## config.mk

```make
export PLATFORM = sky130hd
export DESIGN_NAME = shift_reg_seq
export DESIGN_NICKNAME = d
export VERILOG_FILES = /design/src/rtl/shift_reg_seq_pkg.sv /design/src/rtl/shift_step.sv /design/src/rtl/shift_reg_seq.sv
export SDC_FILE = /design/constraint.sdc
export NUM_CORES = 1
export LEC_CHECK = 0
export BUFFER_PORTS_ARGS = -buffer_cell sky130_fd_sc_hd__buf_4
export CORE_MARGIN = 2
export CORE_UTILIZATION = 40
export CTS_BUF_LIST = sky130_fd_sc_hd__clkbuf_4 sky130_fd_sc_hd__clkbuf_8
export DETAILED_ROUTE_END_ITERATION = 8
export SETUP_SLACK_MARGIN = 0.2
export SYNTH_ARGS = -nofsm -noshare
export SYNTH_HDL_FRONTEND = slang
export SYNTH_SLANG_ARGS = --single-unit
```

## constraint.sdc

```tcl
create_clock -name Clk -period 1.6 [get_ports Clk]
set_input_delay 0.24 -clock Clk [delete_from_list [all_inputs] [get_ports Clk]]
set_output_delay 0.24 -clock Clk [all_outputs]
set_load 0.005 [all_outputs]
```

## src/rtl/shift_reg_seq_pkg.sv

```systemverilog
// Shared types and mode encodings for the shift register and its sequencer.
// Latency: none; declarations only.
// Backpressure: not applicable.
package shift_reg_pkg;

   // Encodings as seen on the Mode port; anything above ROL is a no-op.
   localparam logic [2:0] MODE_LSR = 3'b000;
   localparam logic [2:0] MODE_LSL = 3'b001;
   localparam logic [2:0] MODE_ASR = 3'b010;
   localparam logic [2:0] MODE_ROR = 3'b011;
   localparam logic [2:0] MODE_ROL = 3'b100;

   typedef enum logic [2:0] {
      LSR = MODE_LSR,
      LSL = MODE_LSL,
      ASR = MODE_ASR,
      ROR = MODE_ROR,
      ROL = MODE_ROL
   } shift_mode_t;

   typedef enum logic {
      IDLE = 1'b0,
      RUN  = 1'b1
   } seq_state_t;

endpackage

```

## src/rtl/shift_step.sv

```systemverilog
// One-step shift next-value and expelled-bit function for a WIDTH-bit register.
// Latency: purely combinational.
// Backpressure: none; the caller decides whether to commit the result.
module shift_step
   import shift_reg_pkg::*;
#(
   parameter int WIDTH = 8
) (
   input  logic [WIDTH-1:0] q_i,
   input  logic [2:0]       mode_i,
   input  logic             shift_in_i,
   output logic [WIDTH-1:0] q_o,
   output logic             shift_out_o
);

   // Next value and the bit that this shift would push out of the register.
   always_comb begin
      q_o         = q_i;
      shift_out_o = 1'b0;
      case (mode_i)
         MODE_LSR: begin
            q_o         = {shift_in_i, q_i[WIDTH-1:1]};
            shift_out_o = q_i[0];
         end
         MODE_LSL: begin
            q_o         = {q_i[WIDTH-2:0], shift_in_i};
            shift_out_o = q_i[WIDTH-1];
         end
         MODE_ASR: begin
            q_o         = {q_i[WIDTH-1], q_i[WIDTH-1:1]};
            shift_out_o = q_i[0];
         end
         MODE_ROR: begin
            q_o         = {q_i[0], q_i[WIDTH-1:1]};
            shift_out_o = q_i[0];
         end
         MODE_ROL: begin
            q_o         = {q_i[WIDTH-2:0], q_i[WIDTH-1]};
            shift_out_o = q_i[WIDTH-1];
         end
         default: begin
            q_o         = q_i;
            shift_out_o = 1'b0;
         end
      endcase
   end

endmodule

```

## src/rtl/shift_reg_seq.sv

```systemverilog
// Load/shift register with five shift modes and a counted-shift sequencer (Start/Busy/Done).
// Latency: load and manual shift 1 cycle; Start with N>0 shifts on the next N edges, Done with the final value.
// Backpressure: none; Load aborts a running sequence, Start/Shift_En are ignored while Busy.
module shift_reg_seq
   import shift_reg_pkg::*;
#(
   parameter int WIDTH = 8
) (
   input  logic                   Clk,
   input  logic                   Reset,
   input  logic                   Load,
   input  logic [WIDTH-1:0]       D,
   input  logic                   Shift_En,
   input  logic                   Shift_In,
   input  logic [2:0]             Mode,
   input  logic                   Start,
   input  logic [$clog2(WIDTH):0] Count,
   output logic                   Busy,
   output logic                   Done,
   output logic                   Shift_Out,
   output logic [WIDTH-1:0]       Data_Out
);

   localparam int CNT_W = $clog2(WIDTH) + 1;

   seq_state_t        state_q, state_d;
   logic [WIDTH-1:0]  data_q,  data_d;
   logic [CNT_W-1:0]  cnt_q,   cnt_d;
   logic [2:0]        mode_q,  mode_d;
   logic              done_q,  done_d;

   logic [2:0]        act_mode;
   logic [WIDTH-1:0]  step_q;
   logic              step_out;

   // A running sequence uses the mode captured at Start, not the live input.
   assign act_mode = (state_q == RUN) ? mode_q : Mode;

   shift_step #(.WIDTH(WIDTH)) u_step (
      .q_i         (data_q),
      .mode_i      (act_mode),
      .shift_in_i  (Shift_In),
      .q_o         (step_q),
      .shift_out_o (step_out)
   );

   // State register: synchronous reset clears everything, including a sequence in flight.
   always_ff @(posedge Clk) begin
      if (Reset) begin
         state_q <= IDLE;
         data_q  <= '0;
         cnt_q   <= '0;
         mode_q  <= MODE_LSR;
         done_q  <= 1'b0;
      end else begin
         state_q <= state_d;
         data_q  <= data_d;
         cnt_q   <= cnt_d;
         mode_q  <= mode_d;
         done_q  <= done_d;
      end
   end

   // Next state: Load > sequenced step > Start > manual shift; Done only pulses when set.
   always_comb begin
      state_d = state_q;
      data_d  = data_q;
      cnt_d   = cnt_q;
      mode_d  = mode_q;
      done_d  = 1'b0;
      if (Load) begin
         data_d  = D;
         state_d = IDLE;
         cnt_d   = '0;
      end else if (state_q == RUN) begin
         data_d = step_q;
         cnt_d  = cnt_q - CNT_W'(1);
         if (cnt_q == CNT_W'(1)) begin
            state_d = IDLE;
            done_d  = 1'b1;
         end
      end else if (Start) begin
         if (Count == '0) begin
            done_d = 1'b1;
         end else begin
            mode_d  = Mode;
            cnt_d   = Count;
            state_d = RUN;
         end
      end else if (Shift_En) begin
         data_d = step_q;
      end
   end

   // Outputs decoded straight from registers, except Shift_Out which follows the active mode.
   always_comb begin
      Busy      = (state_q == RUN);
      Done      = done_q;
      Data_Out  = data_q;
      Shift_Out = step_out;
   end

endmodule

```

==> results.md, run 1 <==
- Status: complete, but fails checks
- Failing checks: negative setup slack
- Chip Width: 56.2 um
- CP required: 1.36 ns
- Clock Path Buffers: 2
- Reg area: 344 um^2
- Mapped Cells: 121
- Worst Setup EP: Shift_Out
- Final instance area: 1510 um^2
- Reg2Reg Depth: 7
- Critical R2R Capture: Data_Out[7]
- Met3 Usage GRT: 0.0326
- Via-to-Cell Ratio: 5.32
- Initial antenna violation count: 0
- Htree depth: 1
- RR Startpoint: Busy
- Fill count: 236
- Post-synth top area cell: dfxtp_1
- Met2 usage in global routing: 0.282
- Critical Path Source Type: register
- Hold Buf Count CTS: 0
- Worst-path clk slew: 0.10 ns
- Vias in the first global route: 1,003
- Final nets: 184
- GRT met1 Usage: 0.228
- Mean Syn Cell Area: 9.02 um^2
- Clk root buf: clkbuf_4
- Die height: 56.2 um
- Initial Util: 0.433
- Avg WL per Cell: 13.8 um
- Leakage Power: 0.662 nW
- Grt total ovfl: 0
- Worst-Skew Late Latency: 0.29 ns
- First-pass GRT wire length: 4490 um
- Crit path from: Busy
- Critical path class: reg -> out
- DRT Wirelength: 2620 um
- Final Cycle Share: 1.11
- Syn_nets: 144
- Final Hold Viols: 0
- Synth unique cells: 39
- #FFs+latches synth: 17
- Hold Path Class: in -> reg
- DIE AREA: 3160 um^2
- Area Growth Syn to Fin: 38.2%
- Most frequent cells in the layout: buf_4 (39), dfxtp_1 (16), inv_1 (10), nand2_1 (10), mux2i_1 (9)
- Commonest non-fill, non-tap cell in the layout: buf_4
- Pin count of the biggest net entering global routing: 22
- Arrival time worst endpoint: 1.54 ns
- Setup TNS: -0.483 ns
- Number of CTS-inserted buffers: 3
- Final Critical Period: 1.78 ns
- Port buffer count: 31
- Max Slew Vio Count: 0
- Synth area leaders: dfxtp_1 (31%), mux2i_1 (8.3%), a211oi_1 (4.8%), a22o_1 (4.8%), inv_1 (3.4%)
- Hold_sp: Reset
- Clock Skews: 0.00532 ns
- # diodes: 0
- YS warnings: 0
- Tot GR Track Use: 0.173
- RSZ-0062 raised after global routing: true
- Final GP Congestion: 0.770
- Multi-input logic area: 728 um^2
- Setup slack, reg-to-reg: -0.11 ns
- Crit-path max FO: 5
- Post-DP HPWL: 1930 um
- Detailed Route Iter0 Violations: 26
- Sequential area share after synthesis: 0.312
- Synthesized cell area: 1090 um^2
- Top Usage Layer GRT: met2
- Vias post-DR: 1,011
- # IOs: 32
- Worst vdd ir: 0.422 mV
- Clk sinks: 17
- CTS tree: built
- Final setup fails: 9
- Final total power: 0.00106 W
- # Max-Cap Violations: 0
- Layout cells sized above 1: 0.406
- Routed Antenna Nets: 0
- Worst-Margin Slew: 0.422 ns
- Detailed Routing Iterations Pass 1: 4
- Placed instance area: 1360 um^2
- Post-synth top area share: 0.312
- Crit. End Element: output pin
- PwrDens: 702 nW/um^2
- Slew margin rel.: 0.719
- Floorplan row count: 18
- Fmax: 561 MHz
- Drc violations: 0
- Core ar.: 2520 um^2
- Final worst slack: -0.182 ns
power by group:
part	total (W)	internal (W)	switching, W
clock	0.000256	0.000114	0.000142
sequential	0.000481	0.000448	0.0000334
combinational	0.000320	0.000174	0.000146
flip-flops by register name (all words and copies together) (netlist names):
register / flops
Busy: 1
Data_Out: 8
Done: 1
cnt_q: 4
mode_q: 3
area by class of cell:
| class | instances | share of cell area |
|---|---|---|
| Inverter | 10 | 0.0249 |
| Tap cell | 30 | 0.0249 |
| Timing Repair Buffer | 42 | 0.219 |
| Sequential cell | 17 | 0.228 |
| Multi-Input combinational cell | 87 | 0.483 |
| Clock buffer | 4 | 0.0199 |
through the flow:
step                cells  utilization  setup WS, ns  hold WS [ns]
floorplan             121            -         0.117         0.384
global placement      179        0.539     -0.000735         0.511
detailed placement    179        0.539      -0.00529         0.517
CTS                   188        0.570        -0.212         0.202
global route          190        0.598        -0.271         0.208
finish                190        0.598        -0.182         0.218
metal layers:
metal  share of wire  wire length [um]
met1            0.47              1240
met2            0.48              1260
met3           0.037                97
met4          0.0057                15
met5               0                 0
cells by family after synthesis:
logic type      synth area share
simple gates               0.150
fa+ha+maj                 0.0229
mux                        0.127
flops                      0.312
xor+xnor                  0.0401
buf+inv                   0.0700
compound gates             0.278
cells in the mapped netlist, drive strengths merged:
library cell and instances:
xor2 2, mux2 2, a31oi 3, or3 1, a2111oi 1, nand3 1, a32oi 1, o211ai 1
mux2i 10, a31o 1, clkbuf 2, nand2 10, a211oi 7, o21ai 8, a21oi 3, a22o 6
nor4 1, inv 10, a22oi 1, nor3 4, ha 2, nor3b 1, nand2b 2, xnor2 3
buf 5, a32o 1, or2 1, a221oi 3, o221ai 1, and2 1, dfxtp 17, nor2 9
worst min path at each step:
stage | slack, ns | end | cells past startpoint
after floorplan | 0.38 | mode_q[0] | 2
after global placement | 0.51 | mode_q[0] | 2
after detailed placement | 0.52 | mode_q[2] | 2
after CTS | 0.20 | mode_q[2] | 2
after global routing | 0.21 | mode_q[2] | 2
final | 0.22 | mode_q[2] | 2
critical path, cell delays in order, from the launching register on:
cell and delay, ns:
dfxtp_4 0.42, mux2_4 0.33, and2_4 0.14, o211ai_1 0.15, nand2_1 0.09, buf_6 0.12
timing repair:
action	in CTS	in global routing
gates resized for setup	3	10
pin swaps	5	8
hold endpoints to repair	0	0
setup buffers	5	2
endpoints found under the setup margin	9	14
Power figures use the tool's default switching activity.
==> run 2, diff against run 1 <==
- clock period: 1.6 -> 1.8 ns (I/O delays scaled with it)
==> run 2 against run 1 <==
The flow now finishes without violations; clock power decreased by 13%; clock-buffer cell count unchanged; sequential power decreased by 12%; register-to-register slack improved by 0.31 ns; power decreased by 14%; combinational power decreased by 19%; non-clock buffer count decreased by 3; highest routed layer unchanged.
==> results.md, run 2 (synthesis gave the netlist of run 1 again) <==
- Port buffer count: 31 (unchanged)
- Slew margin rel.: 0.709 (-0.0103)
- Placement Setup Slack: 0.0114 ns (+0.0167 ns)
- RSZ-0062 raised after global routing: true
- Final GP Congestion: 0.788 (+2.3%)
- Setup slack, reg-to-reg: 0.20 ns (+0.31 ns)
- RR Startpoint: Busy
- Leakage Power: 0.637 nW (-3.6%)
- PwrDens: 636 nW/um^2 (-9.3%)
- Setup TNS: 0 ns (+0.483 ns)
- Crit-path max FO: 5 (unchanged)
- Number of flip-flops in the largest register: 8 (unchanged)
- # Max-Cap Violations: 0 (unchanged)
- Clk root buf: clkbuf_4
- Critical Path Source Type: register
- Tot GR Track Use: 0.163 (-0.0101)
- M1 wire length: 1170 um (-5.6%)
- Detailed Routing Iterations Pass 1: 4 (unchanged)
- # IOs: 32 (unchanged)
- # diodes: 0 (unchanged)
- Crit. End Element: output pin
- Final Cycle Share: 0.987
- Worst vdd ir: 0.413 mV (-2.1%)
- Most frequent cells in the layout: buf_4 (39), dfxtp_1 (16), inv_1 (10), nand2_1 (10), mux2i_1 (9)
- Reg2Reg Depth: 6 (-1)
- DRT Wirelength: 2460 um (-6.0%)
- Worst-path clk slew: 0.10 ns (about the same)
- Floorplan row count: 18 (unchanged)
- Worst-Skew Late Latency: 0.29 ns (about the same)
- Clock Skews: 0.00368 ns (-0.00164 ns)
- Grt total ovfl: 0 (unchanged)
- Status: finished, final reports clean
- CP required: 1.53 ns (+0.17 ns)
- Pin count of the biggest net entering global routing: 22 (unchanged)
- Crit path from: Busy
- Top sig layer: met4
- Max Slew Vio Count: 0 (unchanged)
- Initial Util: 0.433 (unchanged)
- Routed Antenna Nets: 0 (unchanged)
- Final setup fails: 0 (-9)
- Avg WL per Cell: 13.1 um (-4.5%)
- Core ar.: 2520 um^2 (unchanged)
- Worst-Margin Slew: 0.437 ns (+0.0155 ns)
- Clock Path Buffers: 2 (unchanged)
- Area Growth Syn to Fin: 30.4%
- Routed length on met2: 1200 um (-4.9%)
- Final total power: 0.000905 W (-14%)
- Final Hold Viols: 0 (unchanged)
- Number of CTS-inserted buffers: 3 (unchanged)
- Commonest non-fill, non-tap cell in the layout: buf_4
- Fmax: 563 MHz
- Post-DP HPWL: 1850 um (-4.0%)
- Htree depth: 1 (unchanged)
- Fin util: 0.564 (-0.0337)
- Hold Path Class: in -> reg
- Arrival time worst endpoint: 1.51 ns (-0.03 ns)
- Clk sinks: 17 (unchanged)
- DIE AREA: 3160 um^2 (unchanged)
- First-pass GRT wire length: 4190 um (-6.6%)
- Initial antenna violation count: 0 (unchanged)
- Vias post-DR: 986 (-2.5%)
- Final Critical Period: 1.78 ns
- Critical R2R Capture: Data_Out[4]
- Layout cells sized above 1: 0.350 (-0.0559)
- Worst Setup EP: Shift_Out
- Critical path class: reg -> out
- Final instance area: 1420 um^2 (-5.6%)
- Drc violations: 0 (unchanged)
- Die height: 56.2 um (unchanged)
- Final worst slack: 0.0239 ns (+0.206 ns)
- Hold Buf Count CTS: 0 (unchanged)
- Vias in the first global route: 952 (-5.1%)
- CTS tree: built
- Final nets: 181 (-1.6%)
- Met3 WL post-DR: 67 um (-31%)
- Via-to-Cell Ratio: 5.27 (-0.91%)
- Detailed Route Iter0 Violations: 35 (+35%)
- Chip Width: 56.2 um (unchanged)
- Placed instance area: 1350 um^2 (-0.46%)
[run 2: stage by stage]
stage	std cells	hold WS [ns]
6_report	187	0.243
5_1_grt	187	0.233
4_1_cts	187	0.225
3_5_place_dp	179	0.530
3_3_place_gp	179	0.530
2_1_floorplan	121	0.414
[run 2: layout make-up]
class / count / area, um^2
inverter: 10 / 37.5
clock buffer: 4 / 30.0
multi-input combinational: 87 / 681
timing repair buffer: 39 / 293
fill: 244 / 1100
sequential: 17 / 344
tap: 30 / 37.5
[run 2: repair_timing]
| action | in CTS | in global routing |
|---|---|---|
| buffers inserted | 4 | 0 |
| setup endpoints to repair | 9 | 8 |
| gates resized for setup | 2 | 1 |
| pin swaps | 3 | 1 |
[run 2: worst min-delay path by stage]
stage	from	endpoint	slack [ns]	depth (start not counted)
floorplan	Mode[0]	mode_q[0]	0.41	2
global placement	Data_Out[3]	Data_Out[3]	0.53	1
detailed placement	cnt_q[0]	cnt_q[0]	0.53	1
CTS	Reset	mode_q[1]	0.23	2
global route	Reset	mode_q[1]	0.23	2
finish	Reset	mode_q[1]	0.24	2
[run 2: worst max-delay path, cell delays in order (launching register included)]
cell and delay [ns]:
dfxtp_4 0.40, mux2_4 0.32, and2_4 0.14, o211ai_1 0.15
nand2_1 0.07, buf_4 0.13
[run 2: power by group]
group	total, W	switching (W)	internal (W)
logic	0.000258	0.000119	0.000139
registers	0.000425	0.0000270	0.000398
clock network	0.000222	0.000120	0.000101
total	0.000905	0.000267	0.000638
[run 2: per-layer routing]
metal | vias to the layer above | global-route usage
met4 | 0 | 0.0680
met2 | 13 | 0.269
met3 | 2 | 0.0256
li1 | 514 | -
met1 | 457 | 0.211
met5 | - | 0
==> run 3, diff against run 2 <==
- CORE_MARGIN: 2 -> default
==> run 3 against run 2 <==
The run now ends with negative setup slack left; non-clock buffer count rose by 4; utilization rose by 3.7 points; power rose by 3.8%; worst setup slack got worse by 0.027 ns; die area fell by 7.0%; critical path type unchanged; critical endpoint unchanged.
==> results.md, run 3 (synthesis gave the netlist of run 1 again) <==
- Final Critical Period: 1.80 ns (+0.0271 ns)
- Via-to-Cell Ratio: 5.31 (+0.69%)
- # Max-Cap Violations: 0 (unchanged)
- DIE AREA: 2940 um^2 (-7.0%)
- Floorplan row count: 18 (unchanged)
- Grt total ovfl: 0 (unchanged)
- Clk sinks: 17 (unchanged)
- M1 wire length: 1280 um (+8.7%)
- Number of flip-flops in the largest register: 8 (unchanged)
- Fmax: 555 MHz (-1.5%)
- Final worst slack: -0.00316 ns (-0.0271 ns)
- Leakage Power: 0.673 nW (+5.5%)
- # IOs: 32 (unchanged)
- Detailed Routing Iterations Pass 1: 3 (-1)
- Initial Util: 0.433 (unchanged)
- Status: complete, but fails checks
- Tot GR Track Use: 0.187 (+0.0239)
- Drc violations: 0 (unchanged)
- Clock Path Buffers: 2 (unchanged)
- Port buffer count: 31 (unchanged)
- Number of CTS-inserted buffers: 3 (unchanged)
- Most frequent cells in the layout: buf_4 (38), dfxtp_1 (14), inv_1 (10), nand2_1 (10), mux2i_1 (9)
- Worst-path clk slew: 0.11 ns (about the same)
- Pin count of the biggest net entering global routing: 22 (unchanged)
- Hold Path Class: in -> reg
- Clock Skews: 0.0102 ns (+0.00654 ns)
- Worst vdd ir: 0.518 mV (+25%)
- Placement Setup Slack: 0.0180 ns (+0.00659 ns)
- DRT Wirelength: 2630 um (+6.9%)
- Avg WL per Cell: 13.8 um (+4.6%)
- Arrival time worst endpoint: 1.53 ns (+0.02 ns)
- # diodes: 0 (unchanged)
- Final GP Congestion: 0.764 (-3.0%)
- Final Hold Viols: 0 (unchanged)
- Final total power: 0.000940 W (+3.8%)
- Worst-Margin Slew: 0.379 ns (-0.0582 ns)
- Final Cycle Share: 1.00 (+0.0151)
- Post-DP HPWL: 1790 um (-3.2%)
- PwrDens: 620 nW/um^2 (-2.5%)
- Routed length on met2: 1280 um (+6.6%)
- Commonest non-fill, non-tap cell in the layout: buf_4
- Worst-Skew Late Latency: 0.29 ns (about the same)
- Layout cells sized above 1: 0.416 (+0.0658)
- Area Growth Syn to Fin: 38.9%
- Clk root buf: clkbuf_4
- Vias in the first global route: 901 (-5.4%)
- Final setup fails: 1 (+1)
- Failing checks: negative setup slack
- Slew margin rel.: 0.747 (+0.0388)
- Detailed Route Iter0 Violations: 17 (-51%)
- Initial antenna violation count: 0 (unchanged)
- First-pass GRT wire length: 4020 um (-4.1%)
- CP required: 1.53 ns (about the same)
- Setup TNS: -0.00316 ns (-0.00316 ns)
- Top sig layer: met4
- Final nets: 185 (+2.2%)
- Htree depth: 1 (unchanged)
- Critical Path Source Type: register
- Crit-path max FO: 5 (unchanged)
- Met3 WL post-DR: 64 um (-4.5%)
- Critical path class: reg -> out
- CTS tree: built
- Crit. End Element: output pin
- Vias post-DR: 1,014 (+2.8%)
- Die height: 54.2 um (-3.6%)
- Routed Antenna Nets: 0 (unchanged)
- Max Slew Vio Count: 0 (unchanged)
- RSZ-0062 raised after global routing: true
- Core ar.: 2520 um^2 (unchanged)
- Chip Width: 54.2 um (-3.6%)
## run 3: per-stage QoR
stage               area (um^2)  std cells   util  hold slack, ns
detailed placement         1350        178  0.533           0.538
floorplan                  1090        121      -           0.414
finish                     1520        191  0.601           0.228
global route               1520        191  0.601           0.216
global placement           1350        178  0.533           0.526
CTS                        1420        187  0.564           0.223
## run 3: power by group
part	internal [W]	switching (W)
clock network	0.000101	0.000126
logic	0.000157	0.000129
registers	0.000399	0.0000285
## run 3: final timing paths
| check | from | endpoint | slack (ns) | cells past startpoint |
|---|---|---|---|---|
| worst min register to register | cnt_q[0] | cnt_q[0] | 0.54 | 1 |
| worst max-delay path | Busy | Shift_Out | -0.003 | 5 |
| worst min-delay path | Reset | mode_q[2] | 0.23 | 2 |
| worst max register to register | Busy | Data_Out[3] | 0.07 | 7 |
## run 3: area by class of cell
type / count / area, um^2
clock buffers: 4 / 30.0
fillers: 247 / 1010
inverters: 10 / 37.5
multi-input cells: 87 / 713
flip-flops and latches: 17 / 347
well taps: 30 / 37.5
repair buffers: 43 / 350
## run 3: per-layer routing
metal | global-route usage | up-vias
li1 | - | 520
met1 | 0.240 | 480
met2 | 0.313 | 12
met3 | 0.0500 | 2
met4 | 0.0385 | 0
met5 | 0 | -
## run 3: critical path: stages, from the launching register on
cell      delay (ns)
dfxtp_4         0.41
mux2_4          0.33
and2_4          0.14
o211ai_1        0.16
nand2_1         0.09
buf_6           0.12
## run 3: timing repair
| action | CTS | global route |
|---|---|---|
| hold buffers | 0 | 0 |
| pin swaps | 3 | 10 |
| setup endpoints to repair | 9 | 9 |
| cloned | 0 | 0 |
| buffers inserted | 5 | 4 |
| resized for setup | 3 | 12 |
